### config.mk
export PLATFORM = sky130hd
export DESIGN_NAME = uart_rx_tp_decoder
export DESIGN_NICKNAME = d
export VERILOG_FILES = /design/src/rtl/uart_rx_tp_decoder.sv
export SDC_FILE = /design/constraint.sdc
export NUM_CORES = 1
export LEC_CHECK = 0
export ABC_AREA = 1
export CORE_MARGIN = 2
export CORE_UTILIZATION = 40
export DETAILED_ROUTE_END_ITERATION = 10
export PLACE_DENSITY_LB_ADDON = 0.15
export SLEW_MARGIN = 20
export SYNTH_ARGS = -nofsm -noshare
export SYNTH_HDL_FRONTEND = slang
export SYNTH_SLANG_ARGS = --single-unit
### constraint.sdc
create_clock -name clk -period 7.9 [get_ports clk]
set_input_delay 0.79 -clock clk [delete_from_list [all_inputs] [get_ports clk]]
set_output_delay 0.79 -clock clk [all_outputs]
set_load 0.02 [all_outputs]
### src/rtl/uart_rx_tp_decoder.sv
// rtl/uart_rx_tp_decoder.sv - UART receiver and "T=<dec>,P=<dec>\n" line parser; optional macro UART_RX_PARITY_EN selects 8E1 framing
module uart_rx_tp_decoder #(
    parameter int CLK_HZ = 25000000,
    parameter int BAUD   = 9600
) (
    input  logic        clk,
    input  logic        rst_n,
    input  logic        uart_rx,
    output logic [15:0] t_value,
    output logic [15:0] p_value,
    output logic        values_valid,
    output logic [7:0]  byte_data,
    output logic        byte_valid,
    output logic        frame_err,
    output logic        parse_err
);
    localparam int CLKS_PER_BIT = CLK_HZ / BAUD;
    localparam int CW = $clog2(CLKS_PER_BIT);
    localparam logic [CW-1:0] CNT_FULL = CW'(CLKS_PER_BIT - 1);
    localparam logic [CW-1:0] CNT_HALF = CW'(CLKS_PER_BIT / 2 - 1);

    logic rx_m, rx_s;

    // Two-flop synchroniser; idles high so reset never looks like a start bit
    always_ff @(posedge clk) begin
        if (!rst_n) begin
            rx_m <= 1'b1;
            rx_s <= 1'b1;
        end else begin
            rx_m <= uart_rx;
            rx_s <= rx_m;
        end
    end

`ifdef UART_RX_PARITY_EN
    typedef enum logic [2:0] {RX_IDLE, RX_START, RX_DATA, RX_PARITY, RX_STOP, RX_BREAK} rx_state_t;
    logic par_bad, par_bad_next;
`else
    typedef enum logic [2:0] {RX_IDLE, RX_START, RX_DATA, RX_STOP, RX_BREAK} rx_state_t;
`endif

    rx_state_t rx_state, rx_next;
    logic [CW-1:0] cnt, cnt_next;
    logic [2:0] bit_idx, bit_next;
    logic [7:0] shreg, sh_next, bdata_next;
    logic bvalid_next, ferr_next;

    // Receiver state, bit timer, shift register and byte outputs
    always_ff @(posedge clk) begin
        if (!rst_n) begin
            rx_state   <= RX_IDLE;
            cnt        <= '0;
            bit_idx    <= '0;
            shreg      <= '0;
            byte_data  <= '0;
            byte_valid <= 1'b0;
            frame_err  <= 1'b0;
`ifdef UART_RX_PARITY_EN
            par_bad    <= 1'b0;
`endif
        end else begin
            rx_state   <= rx_next;
            cnt        <= cnt_next;
            bit_idx    <= bit_next;
            shreg      <= sh_next;
            byte_data  <= bdata_next;
            byte_valid <= bvalid_next;
            frame_err  <= ferr_next;
`ifdef UART_RX_PARITY_EN
            par_bad    <= par_bad_next;
`endif
        end
    end

    // Receiver next state: start bit checked at half period, then one sample per bit period
    always_comb begin
        rx_next     = rx_state;
        cnt_next    = cnt + 1'b1;
        bit_next    = bit_idx;
        sh_next     = shreg;
        bdata_next  = byte_data;
        bvalid_next = 1'b0;
        ferr_next   = 1'b0;
`ifdef UART_RX_PARITY_EN
        par_bad_next = par_bad;
`endif
        case (rx_state)
            RX_IDLE: begin
                cnt_next = '0;
                if (!rx_s) rx_next = RX_START;
            end
            RX_START: begin
                if (cnt == CNT_HALF) begin
                    cnt_next = '0;
                    bit_next = '0;
                    rx_next  = rx_s ? RX_IDLE : RX_DATA;
                end
            end
            RX_DATA: begin
                if (cnt == CNT_FULL) begin
                    cnt_next = '0;
                    sh_next  = {rx_s, shreg[7:1]};
                    bit_next = bit_idx + 1'b1;
`ifdef UART_RX_PARITY_EN
                    if (bit_idx == 3'd7) rx_next = RX_PARITY;
`else
                    if (bit_idx == 3'd7) rx_next = RX_STOP;
`endif
                end
            end
`ifdef UART_RX_PARITY_EN
            RX_PARITY: begin
                if (cnt == CNT_FULL) begin
                    cnt_next     = '0;
                    par_bad_next = rx_s ^ (^shreg);
                    rx_next      = RX_STOP;
                end
            end
`endif
            RX_STOP: begin
                if (cnt == CNT_FULL) begin
                    cnt_next = '0;
                    if (!rx_s) begin
                        ferr_next = 1'b1;
                        rx_next   = RX_BREAK;
`ifdef UART_RX_PARITY_EN
                    end else if (par_bad) begin
                        ferr_next = 1'b1;
                        rx_next   = RX_IDLE;
`endif
                    end else begin
                        bvalid_next = 1'b1;
                        bdata_next  = shreg;
                        rx_next     = RX_IDLE;
                    end
                end
            end
            RX_BREAK: begin
                cnt_next = '0;
                if (rx_s) rx_next = RX_IDLE;
            end
            default: rx_next = RX_IDLE;
        endcase
    end

    typedef enum logic [2:0] {P_WAIT_T, P_T_EQ, P_T_NUM, P_P_CH, P_P_EQ, P_P_NUM, P_SKIP} ps_t;

    ps_t ps, ps_next;
    logic [16:0] acc, acc_next, acc_digit;
    logic [20:0] acc_sum;
    logic [2:0] ndig, ndig_next;
    logic [15:0] t_tmp, t_tmp_next, t_next, p_next;
    logic vv_next, perr_next, is_digit, err;

    // Parser state, accumulator and committed values
    always_ff @(posedge clk) begin
        if (!rst_n) begin
            ps           <= P_WAIT_T;
            acc          <= '0;
            ndig         <= '0;
            t_tmp        <= '0;
            t_value      <= '0;
            p_value      <= '0;
            values_valid <= 1'b0;
            parse_err    <= 1'b0;
        end else begin
            ps           <= ps_next;
            acc          <= acc_next;
            ndig         <= ndig_next;
            t_tmp        <= t_tmp_next;
            t_value      <= t_next;
            p_value      <= p_next;
            values_valid <= vv_next;
            parse_err    <= perr_next;
        end
    end

    // Parser next state: advances once per received byte; any syntax error skips to end of line
    always_comb begin
        ps_next    = ps;
        acc_next   = acc;
        ndig_next  = ndig;
        t_tmp_next = t_tmp;
        t_next     = t_value;
        p_next     = p_value;
        vv_next    = 1'b0;
        perr_next  = 1'b0;
        err        = 1'b0;
        is_digit   = (byte_data >= 8'h30) && (byte_data <= 8'h39);
        acc_sum    = 21'(acc) * 21'd10 + 21'(byte_data - 8'h30);
        acc_digit  = (acc_sum > 21'd65535) ? 17'd65535 : acc_sum[16:0];
        if (byte_valid) begin
            case (ps)
                P_WAIT_T: if (byte_data == 8'h54) ps_next = P_T_EQ;
                P_T_EQ, P_P_EQ: begin
                    if (byte_data == 8'h3D) begin
                        acc_next  = '0;
                        ndig_next = '0;
                        ps_next   = (ps == P_T_EQ) ? P_T_NUM : P_P_NUM;
                    end else err = 1'b1;
                end
                P_P_CH: begin
                    if (byte_data == 8'h50) ps_next = P_P_EQ;
                    else err = 1'b1;
                end
                P_T_NUM, P_P_NUM: begin
                    if (is_digit && ndig != 3'd5) begin
                        acc_next  = acc_digit;
                        ndig_next = ndig + 1'b1;
                    end else if (ps == P_T_NUM && byte_data == 8'h2C && ndig != 3'd0) begin
                        t_tmp_next = acc[15:0];
                        ps_next    = P_P_CH;
                    end else if (ps == P_P_NUM && byte_data == 8'h0D) begin
                        ps_next = P_P_NUM;
                    end else if (ps == P_P_NUM && byte_data == 8'h0A && ndig != 3'd0) begin
                        t_next  = t_tmp;
                        p_next  = acc[15:0];
                        vv_next = 1'b1;
                        ps_next = P_WAIT_T;
                    end else err = 1'b1;
                end
                P_SKIP: if (byte_data == 8'h0A) ps_next = P_WAIT_T;
                default: ps_next = P_WAIT_T;
            endcase
            if (err) begin
                perr_next = 1'b1;
                ps_next   = P_SKIP;
            end
        end
    end
endmodule

Yosys cells after proc, flatten, opt, wreduce, memory -nomap -nowiden
Cells that the tools add are included. W data, S select, Z words.

Register bits: 111. Input port bits: 3. Output and inout port bits: 44. Word-level logic and storage cells: 138.

Add/sub/neg operators: 5. Multiply operators: 1. Magnitude comparators: 3. Equality and inequality tests: 34. Multiplexer cells: 45. Bitwise operators: 6. Reduce and logical (&&, ||, !) cells: 27.

Operators with widths (count): $mux W3 (21); $mux W17 (3); $pmux W12 S3 (1); $pmux W17 S2 (1); $pmux W3 S5 (2); $mux W12 (2); $add A21 B21 Y21 (1); $gt A21 B16 Y1 const B (1); $mul A17 B3 Y20 const B (1); $ne A3 B3 Y1 const B (6); $eq A8 B4 Y1 const B (2); $eq A8 B6 Y1 const B (2); $eq A8 B7 Y1 const B (2); $ne A2 B2 Y1 const B (8); $eq A3 B3 Y1 const B (5); $add A12 B1 Y12 const B (1); $eq A12 B11 Y1 const B (1); $eq A12 B12 Y1 const B (1); $eq A3 B2 Y1 const B (4); $pmux W3 S2 (2); $reduce_and A6 Y1 (2); $mux W1 (11); $reduce_and A3 Y1 (3); $sub A8 B6 Y9 const B (1); other kinds (17) (37).

Logic depth before layout (Yosys ltp)
Gate-level depths: netlist of run 1.

Depth after elaboration: 11. Depth in mapped cells: 26. Gate-level depth less buffers: 25.

Worst setup path before layout of run 1
Ideal clock, no wire load.

Path kind: register to register. From: register acc[3]. To: register acc[5]. Arrival: 3.637 ns. Data required time: 7.768 ns. Slack: 4.131 ns. Stages on the path, launching flop included: 23. Clock period less this slack: 3.769 ns. Cells stage by stage: dfxtp_1 > ha_1 > ha_1 > a21oi_1 > nand2_1 > a21boi_0 > o21ai_0 > a21boi_0 > o21ai_0 > xor2_1 > ha_1 > nand2_1 > inv_1 > nand3_1 > nor3_1 > nand2_1 > nand3_1 > nand2_1 > nor2_2 > buf_2 > nand4_1 > nand2_1 > a21oi_1.

Cells in the longest elaborated chain, start to end: 6.

RTL lines: start, declared (line 149) `logic [16:0] acc, acc_next, acc_digit;`; start signal, assigned (line 168) `acc <= acc_next;`; $mul A17 B3 Y20 * (line 190) `acc_sum = 21'(acc) * 21'd10 + 21'(byte_data - 8'h30);`; $add A21 B21 Y21 * (line 190); $gt A21 B16 Y1 (line 191) `acc_digit = (acc_sum > 21'd65535) ? 17'd65535 : acc_sum[16:0];`; $mux W17 * (line 191); $mux W17 * (line 207) `if (is_digit && ndig != 3'd5) begin`; $pmux W17 S2 * (line 193) `case (ps)`.

Every way passes the cells marked *; elsewhere a longest branch is shown, timed or not. The select of a mux whose other input is x is not followed. A chain may end at the register's enable or synchronous reset.

Worst setup path in the final report of run 1
From: register acc[7]. To: register acc[11].

The elaborated chain is that of the path after synthesis.

==> results.py, run 1 <==
metrics = {
    "timing": {
        "setup-violations-final": 0,
        "grt_setup_unrepaired": "no",
        "maxSlewViolCount": 0,
        "finalHoldViolCount": 0,
        "worst_pin_slew_ns": 1.11,
        "max_freq_mhz": 224,
        "setup_tns_ns": 0,
        "period_minus_slack_ns": 4.47,
        "maxSlewHeadroom_pct": 26.0,
        "fin_worst_skew_ns": 0.00811,
        "fin_crit_sh_pct": 56.6,
    },
    "clocking": {
        "cts_setup_buffers": 0,
        "cts_hold_buffers": 0,
        "cts.sinks": 111,
        "ctsResizeCount": 0,
        "cts-root-buf": "clkbuf_16",
        "cts_tree": "done",
        "clock_path_buffers": 2,
        "cts.clk_slew.worst_paths_ns": 0.08,
        "clk_latency_ns": 0.36,
        "htreeDepth": 3,
        "cts_made_buffers": 9,
    },
    "yosys": {
        "ys_seq_area_share_pct": 32.3,
        "synth_top_area_cell": "dfxtp_1",
        "synth_top_area_share_pct": 32.3,
        "synth_area_leaders": "dfxtp_1 (32%), nand2_1 (11%), ha_1 (11%)",
        "ys_ff_latch": 111,
        "syn_avg_cell_area_sq_um": 6.94,
        "synth.most_common_cell": "nand2_1",
        "ys_warn_count": 0,
        "netlist_area_sq_um": 6890,
        "synth-edff-count": 0,
        "synth_cell_types": 43,
        "async_reset_ff_share_pct": 0,
        "postSynthCellCount": 992,
        "syn_nets": 1057,
        "synth_ff_type": "dfxtp_1",
        "ys_top_cells_by_count": "nand2_1 (203), inv_1 (160), a21oi_1 (123)",
    },
    "drt": {
        "routed_via_density": 4.89,
        "vias": 6092,
        "ant_nets": 0,
        "drc_errors": 0,
        "wirelength_um": 15600,
        "drt_first_pass_iters": 5,
        "drtIter0Drc": 331,
        "routedWlPerCell_um": 12.5,
    },
    "die": {
        "rows": 47,
        "pin_count": 47,
        "fp.dieArea_sq_um": 18300,
        "initial_utilization_pct": 41.2,
        "core_area_sq_um": 16700,
        "die_h_um": 135,
        "dieWidth_um": 135,
    },
    "placement": {
        "io_buffers": 46,
        "dpl-instance-area_sq_um": 7460,
        "dp.cells": 1230,
        "detailed_place_hpwl_um": 11600,
        "gp_congestion": 0.887,
    },
    "global_route": {
        "grt_remaining_overflow": 0,
        "grt_pass1_wl_um": 26100,
        "grt_pass1_vias": 5304,
        "grt_max_degree": 74,
        "antenna_found_initial": 0,
        "track_usage_pct": 17.6,
    },
    "min_path": {
        "hold_start": "rx_m",
        "worstHoldPathCells": 1,
        "min_path_type": "register to register",
    },
    "run": {
        "maxCapViolations": 0,
    },
    "run_status": {
        "outcome": "completed",
    },
    "critical_path": {
        "path_max_fanout": 16,
        "r2r_cells": 20,
        "worstPathRequired_ns": 8.12,
        "crit_type": "register to register",
        "critPathCaptureType": "register",
        "cpPeakStageDelay_ns": 0.48,
        "critPathLaunchType": "register",
        "r2r_start": "acc[7]",
        "cp.arrival_ns": 4.69,
        "cp.depth": 20,
        "critPathLaunch": "acc[7]",
        "crit_chain": "ha_1, ha_1, a21oi_1, a21boi_0, o21ai_0, a21boi_0, o21ai_0, xor2_1, ha_1, nand2_1, inv_1, nand3_1, nor3_1, nand2_1, nand3_1, nand2_1, nor2_2, nand4_1, nand2_1, a21oi_1",
        "cp_num_buf_inv": 1,
        "cp_common_cell": "nand2_1",
        "crit_slowest_cell": "nor2_2",
        "cp_top_family": "simple AND/OR/NAND/NOR gates",
    },
    "power_and_ir_drop": {
        "leakage_uw": 0.00339,
        "ir_drop_uv": 95.9,
        "p_per_area_nw_per_um2": 151,
    },
    "final_layout": {
        "area_growth_pct": 12.9,
        "finalNonFillerCells": 1246,
        "layout-drive-gt1-share_pct": 3.80,
        "fin_area_sq_um": 7770,
        "layout.nets": 1086,
        "n_antenna_cell": 0,
        "fin_util_pct": 46.5,
    },
}
-- report_power, final --
group | internal, uW | leakage (uW) | switching, uW | total, uW
combinational | 35.2 | 0.00234 | 67.8 | 103
sequential | 571 | 0.000895 | 11.3 | 582
clock | 266 | 0.000154 | 218 | 485
total | 872 | 0.00339 | 298 | 1170
-- flip-flops by register name, summed over array words and instances, names as in the netlist --
signal,cells
acc,17
bit_idx,3
byte_data,8
byte_valid,1
cnt,12
frame_err,1
ndig,3
p_value,16
parse_err,1
ps,3
rx_m,1
rx_s,1
rx_state,3
shreg,8
t_tmp,16
t_value,16
values_valid,1
-- stage by stage --
step                      hold slack, ns  worst slack (ns)  power [uW]
final                              0.414              3.43        1170
after global routing               0.433              2.96        1220
after CTS                          0.419              3.45        1180
after detailed placement           0.402              3.46         698
after global placement             0.394              3.52         698
after floorplan                    0.393              4.13         675
-- worst reg2reg max path, stage by stage, from the launching register on --
cell and delay [ns]:
dfxtp_1 0.44, ha_1 0.28, ha_1 0.35, a21oi_1 0.15
a21boi_0 0.38, o21ai_0 0.21, a21boi_0 0.29, o21ai_0 0.15
xor2_1 0.17, ha_1 0.39, nand2_1 0.12, inv_1 0.09
nand3_1 0.10, nor3_1 0.15, nand2_1 0.09, nand3_1 0.08
nand2_1 0.07, nor2_2 0.48, nand4_1 0.19, nand2_1 0.10
a21oi_1 0.06
-- worst paths after layout --
path                                end  slack [ns]
worst max-delay path            acc[11]        3.43
worst min register to register     rx_s        0.41
worst max register to register  acc[11]        3.43
worst min-delay path               rx_s        0.41
-- routing by layer --
metal	track usage (%)	vias up	part of all wire, %
met4	5.38	0	1.5
met1	26.4	2702	54
met5	0	-	0
met2	26.1	96	42
li1	-	3277	-
met3	2.24	17	3.2
-- layout by cell type, fill, tap and decap left out, drive strengths merged, types with 20 or more instances in the layout --
master,count
nor2,64
ha,60
nor3,22
nand4,20
a21oi,126
clkdlybuf4s50,45
nand3,50
inv,163
dfxtp,111
nand2,203
o21ai,73
-- layout make-up --
| cell class | instances | area (sq um) |
|---|---|---|
| Sequential cell | 111 | 2220 |
| Tap cell | 220 | 275 |
| Inverter | 162 | 608 |
| Timing Repair Buffer | 49 | 478 |
| Multi-Input combinational cell | 688 | 3870 |
| Fill cell | 1783 | 8930 |
| Clock inverter | 5 | 62.6 |
| Clock buffer | 11 | 253 |
-- cell families (layout without fill, tap and decap cells) --
logic type                 after synthesis  in the layout  synth area share [%]
buffers and inverters                  193            227                  11.5
xor gates and xnor gates                32             32                  4.07
adders and majority gates               62             62                  11.5
AOI/OAI and AO/OA                      213            213                  16.3
DFF                                    111            111                  32.3
and+or+nand+nor                        381            381                  24.4
(Power assumes the default switching activity.)
==> run 2, diff against run 1 <==
==> constraint.sdc (replaced) <==
create_clock -name clk -period 3.69 [get_ports clk]
set_input_delay 0.369 -clock clk [delete_from_list [all_inputs] [get_ports clk]]
set_output_delay 0.369 -clock clk [all_outputs]
set_load 0.02 [all_outputs]
==> run 2 against run 1 <==
First-iteration DRC count up 10%. Core utilization up 4.3 points. Sequential share of layout area down 2.3 points. Total power up 120%. Clock power up 130%. Global-route usage up 1.3 points. Hold slack about the same. Sequential power up 110%. Register-to-register slack worse by 3.3 ns. Count of clock-buffer cells in the layout down 2. Via count up 3.2%.
==> results.py, run 2 (same netlist as run 1, synthesis figures left out) <==
metrics = {
    "critical_path": {
        "cp_top_family": "simple AND/OR/NAND/NOR gates",
        "r2r_start": "acc[3]",
        "cp.arrival_ns": 3.74,
        "crit_slowest_cell": "ha_2",
        "worstPathRequired_ns": 3.89,
        "r2r_end": "acc[12]",
        "r2r_cells": 24,
        "crit_chain": "ha_4, ha_4, inv_2, fa_2, inv_2, nand2_2, nand2_2, nand3_2, nand2_4, inv_2, o21bai_4, a21oi_2, xor2_1, ha_2, nand4_1, nor2_2, nand3b_1, nand3_1, nand3_1, nand2_1, buf_12, nand4_1, nand2_1, a21oi_1",
        "cp_common_cell": "inv_2",
        "critPathLaunchType": "register",
        "critPathCaptureType": "register",
        "reg2reg_slack_ns": 0.15,
        "cp_num_buf_inv": 4,
        "cpPeakStageDelay_ns": 0.40,
        "crit_type": "register to register",
        "path_max_fanout": 16,
    },
    "clocking": {
        "htreeDepth": 3,
        "cts-root-buf": "clkbuf_16",
        "cts.clk_slew.worst_paths_ns": 0.07,
        "cts_tree": "done",
        "cts_hold_buffers": 0,
        "cts_made_buffers": 9,
        "cts.sinks": 111,
        "clock_path_buffers": 2,
        "clk_latency_ns": 0.35,
    },
    "final_layout": {
        "n_antenna_cell": 0,
        "registers.top_by_ff_count": "acc",
        "finalNonFillerCells": 1293,
        "fin_area_sq_um": 8500,
        "layout.nets": 1134,
        "layout-drive-gt1-share_pct": 14.6,
        "final_common_cell": "nand2_1",
        "area_growth_pct": 23.4,
        "largest_reg_flops": 17,
        "final_cell_mix": "nand2_1 (191), inv_1 (156), a21oi_1 (107)",
        "n_fill_cell": 1713,
    },
    "placement": {
        "io_buffers": 46,
        "detailed_place_hpwl_um": 12200,
        "dp_slack_ns": -0.146,
        "gp_congestion": 0.905,
        "dpl-instance-area_sq_um": 7780,
        "dp.cells": 1268,
    },
    "drt": {
        "vias": 6288,
        "drt_first_pass_iters": 5,
        "drc_errors": 0,
        "drtIter0Drc": 365,
        "wirelength_um": 16500,
        "ant_nets": 0,
        "routedWlPerCell_um": 12.8,
        "routed_via_density": 4.86,
    },
    "global_route": {
        "track_usage_pct": 18.8,
        "grt_max_degree": 73,
        "grt_remaining_overflow": 0,
        "grt_pass1_wl_um": 28200,
        "grt_pass1_vias": 5866,
        "antenna_found_initial": 0,
    },
    "timing": {
        "setup-violations-final": 0,
        "max_freq_mhz": 282,
        "period_minus_slack_ns": 3.54,
        "fin_crit_sh_pct": 96.0,
        "setup_tns_ns": 0,
        "fin_worst_skew_ns": 0.0108,
        "maxSlewViolCount": 0,
        "maxSlewHeadroom_pct": 41.7,
        "worst_pin_slew_ns": 0.874,
        "whs_ns": 0.414,
        "grt_setup_unrepaired": "yes",
        "finalHoldViolCount": 0,
        "setup_ws_ns": 0.149,
    },
    "die": {
        "die_h_um": 135,
        "fp.dieArea_sq_um": 18300,
        "core_area_sq_um": 16700,
        "dieWidth_um": 135,
        "pin_count": 47,
        "rows": 47,
        "initial_utilization_pct": 41.2,
    },
    "min_path": {
        "min_path_type": "register to register",
        "worstHoldPathCells": 1,
        "min_to": "rx_s",
        "hold_start": "rx_m",
    },
    "power_and_ir_drop": {
        "ir_drop_uv": 219,
        "p_per_area_nw_per_um2": 304,
        "leakage_uw": 0.00368,
    },
    "run": {
        "maxCapViolations": 0,
    },
    "run_status": {
        "outcome": "completed",
    },
}
run 2: cell types whose count changed in the layout (fill, tap and decap cells not counted), sizes merged:
cell	delta
clkbuf	-2
clkinv	-1
bufinv	+2
buf	+48
run 2: worst max-delay path by stage:
| stage | slack (ns) | depth (start not counted) | endpoint | startpoint |
|---|---|---|---|---|
| CTS | -0.002 | 26 | acc[14] | acc[3] |
| floorplan | 0.01 | 22 | acc[5] | acc[3] |
| detailed placement | -0.15 | 24 | acc[12] | acc[3] |
| finish | 0.15 | 24 | acc[12] | acc[3] |
| global placement | -0.09 | 24 | acc[12] | acc[3] |
| global route | -0.11 | 25 | acc[6] | acc[3] |
run 2: stage by stage:
stage / total power, uW / utilization [%]
final: 2580 / 50.9
after global routing: 2700 / 50.9
after CTS: 2610 / 49.6
after detailed placement: 1490 / 46.6
after global placement: 1490 / 46.6
after floorplan: 1440 / -
run 2: final cells by class:
cell class	instances	area [sq um]	area share, %
clock buffers	9	225	2.65
inverters	162	608	7.16
clock inverters	6	115	1.35
multi-input cells	688	4160	49.0
well taps	220	275	3.24
flip-flops and latches	111	2240	26.3
repair buffers	97	875	10.3
run 2: layer usage:
layer	vias up	part of all wire (%)	global-route usage (%)
li1	3373	-	-
met1	2786	51	27.3
met2	105	43	29.2
met3	24	3.5	2.66
met4	0	1.9	5.44
met5	-	0	0
run 2: timing repair:
action                                  in CTS  in global routing
cloned                                       1                  0
resized for setup                           29                 62
pin swaps                                   19                 27
endpoints found under the setup margin      16                 16
buffers inserted                             5                  6
run 2: where the power goes:
| group | leakage (uW) | switching [uW] | internal (uW) |
|---|---|---|---|
| Clock | 0.000163 | 449 | 665 |
| Sequential | 0.000900 | 23.6 | 1220 |
| Combinational | 0.00262 | 147 | 75.0 |
| Total | 0.00368 | 619 | 1960 |
==> run 3, diff against run 2 <==
--- a/config.mk
+++ b/config.mk
@@ -10,6 +10,7 @@
 export CORE_UTILIZATION = 40
 export DETAILED_ROUTE_END_ITERATION = 10
 export PLACE_DENSITY_LB_ADDON = 0.15
+export REMOVE_ABC_BUFFERS = 1
 export SLEW_MARGIN = 20
 export SYNTH_ARGS = -nofsm -noshare
 export SYNTH_HDL_FRONTEND = slang
==> run 3 against run 2 <==
Sequential power hardly changed. Sequential share of layout area decreased by 1.3 points. Clock skew shrank 0.0025 ns. Combinational power is essentially flat. Final area is 5.5% higher. Maximum frequency fell by 1.4%. Largest cell class unchanged. Largest power group unchanged. Highest routed layer unchanged.
==> results.py, run 3 (same netlist as run 1, synthesis figures left out) <==
metrics = {
    "placement": {
        "gp_congestion": 0.833,
        "dp.cells": 1287,
        "dpl-instance-area_sq_um": 7920,
        "detailed_place_hpwl_um": 11900,
        "dp_slack_ns": -0.134,
        "io_buffers": 46,
    },
    "die": {
        "dieWidth_um": 135,
        "initial_utilization_pct": 41.2,
        "pin_count": 47,
        "rows": 47,
        "die_h_um": 135,
        "fp.dieArea_sq_um": 18300,
        "core_area_sq_um": 16700,
    },
    "final_layout": {
        "final_common_cell": "nand2_1",
        "fin_area_sq_um": 8960,
        "largest_reg_flops": 17,
        "area_growth_pct": 30.1,
        "layout-drive-gt1-share_pct": 18.4,
        "n_antenna_cell": 0,
        "finalNonFillerCells": 1315,
        "n_fill_cell": 1642,
        "final_cell_mix": "nand2_1 (192), inv_1 (158), a21oi_1 (103)",
        "registers.top_by_ff_count": "acc",
        "layout.nets": 1155,
    },
    "global_route": {
        "grt_remaining_overflow": 0,
        "met3_usage_pct": 3.78,
        "track_usage_pct": 18.4,
        "grt_pass1_vias": 5754,
        "grt_busiest_layer": "met2",
        "use_met2_pct": 29.6,
        "antenna_found_initial": 0,
        "met1_usage_pct": 25.2,
        "grt_max_degree": 73,
        "grt_pass1_wl_um": 27100,
    },
    "timing": {
        "maxSlewHeadroom_pct": 44.1,
        "maxSlewViolCount": 0,
        "setup_ws_ns": 0.0991,
        "worst_pin_slew_ns": 0.834,
        "fin_crit_sh_pct": 97.3,
        "max_freq_mhz": 278,
        "setup-violations-final": 0,
        "period_minus_slack_ns": 3.59,
        "fin_worst_skew_ns": 0.00836,
        "grt_setup_unrepaired": "yes",
        "finalHoldViolCount": 0,
    },
    "drt": {
        "vias": 6359,
        "ant_nets": 0,
        "wirelength_um": 16700,
        "drc_errors": 0,
        "routedWlPerCell_um": 12.7,
        "routed_via_density": 4.84,
        "drt_first_pass_iters": 5,
        "drtIter0Drc": 332,
    },
    "clocking": {
        "cts_tree": "done",
        "cts_made_buffers": 9,
        "clock_path_buffers": 2,
        "cts_hold_buffers": 0,
        "clk_latency_ns": 0.36,
        "cts.sinks": 111,
        "cts-root-buf": "clkbuf_16",
        "htreeDepth": 3,
        "cts.clk_slew.worst_paths_ns": 0.08,
    },
    "run_status": {
        "outcome": "completed",
    },
    "power_and_ir_drop": {
        "p_total_uw": 2610,
        "power.switching_uw": 643,
        "seq_power_share_pct": 47.6,
        "switching_share_pct": 24.6,
        "ir_drop_uv": 224,
        "internal-power_uw": 1970,
        "power_frac_comb_pct": 8.4,
        "p_per_area_nw_per_um2": 292,
        "leakage_uw": 0.00379,
        "p_clk_share_pct": 44.0,
    },
    "critical_path": {
        "crit_type": "register to register",
        "reg2reg_slack_ns": 0.1,
        "critPathLaunchType": "register",
        "path_max_fanout": 8,
        "worstPathRequired_ns": 3.90,
        "cp.arrival_ns": 3.80,
        "critPathCaptureType": "register",
    },
    "min_path": {
        "min_path_type": "register to register",
    },
    "run": {
        "maxCapViolations": 0,
    },
}
-- run 3: changes by cell type in the layout (fill, tap and decap cells not counted), sizes merged --
cell | previous run | this run
buf | 52 | 72
clkbuf | 9 | 10
clkinv | 1 | 3
inv | 163 | 162
-- run 3: cell type report --
cell class	count	area (sq um)	area share (%)
multi-input combinational	688	4420	49.3
sequential	111	2240	25.0
timing repair buffer	118	1060	11.9
inverter	162	608	6.78
tap	220	275	3.07
clock buffer	9	225	2.51
clock inverter	7	131	1.47
-- run 3: per-stage QoR --
stage | setup TNS [ns] | util, % | hold WS [ns]
final | 0 | 53.7 | 0.422
after CTS | 0 | 51.4 | 0.422
after global placement | -0.703 | 47.4 | 0.395
after detailed placement | -1.81 | 47.4 | 0.403
after global routing | -1.35 | 53.7 | 0.463
after floorplan | -1.41 | - | 0.393
-- run 3: layer usage --
layer  wire, um  vias up  part of all wire, %
li1           -     3411                    -
met1       8330     2839                   50
met2       7560       91                   45
met3        540       18                  3.2
met4        311        0                  1.9
met5          0        -                    0
-- run 3: repair_timing --
item | in CTS | in global routing
setup endpoints to repair | 16 | 16
pin swaps | 26 | 36
resized for setup | 39 | 76
cloned | 1 | 1
setup buffers | 9 | 4
-- run 3: critical path, cell delays in order, from the launching register on --
cell	delay (ns)
dfxtp_2	0.40
ha_4	0.22
ha_1	0.21
a21oi_2	0.15
nand2_1	0.08
a21boi_1	0.12
buf_4	0.14
o21ai_1	0.07
buf_4	0.14
a21oi_2	0.13
o21bai_1	0.10
xor2_1	0.17
ha_1	0.35
a21oi_1	0.17
nand2_1	0.08
nor2_1	0.13
nand3_2	0.11
inv_1	0.06
nand2_1	0.06
nand2_2	0.13
clkbuf_16	0.17
nand4_1	0.09
nand2_1	0.09
a21oi_1	0.06
-- run 3: power by group through the flow --
stage / clock network (uW) / logic, uW / registers [uW]
2_1_floorplan: 0 / 164 / 1270
3_3_place_gp: 0 / 221 / 1270
3_5_place_dp: 0 / 221 / 1270
4_1_cts: 1170 / 222 / 1240
5_1_grt: 1220 / 252 / 1250
6_report: 1150 / 219 / 1240
-- run 3: final timing paths --
kind | cells past startpoint | start | endpoint
min | 1 | rx_m | rx_s
max | 23 | acc[4] | acc[6]
min reg2reg | 1 | rx_m | rx_s
max reg2reg | 23 | acc[4] | acc[6]
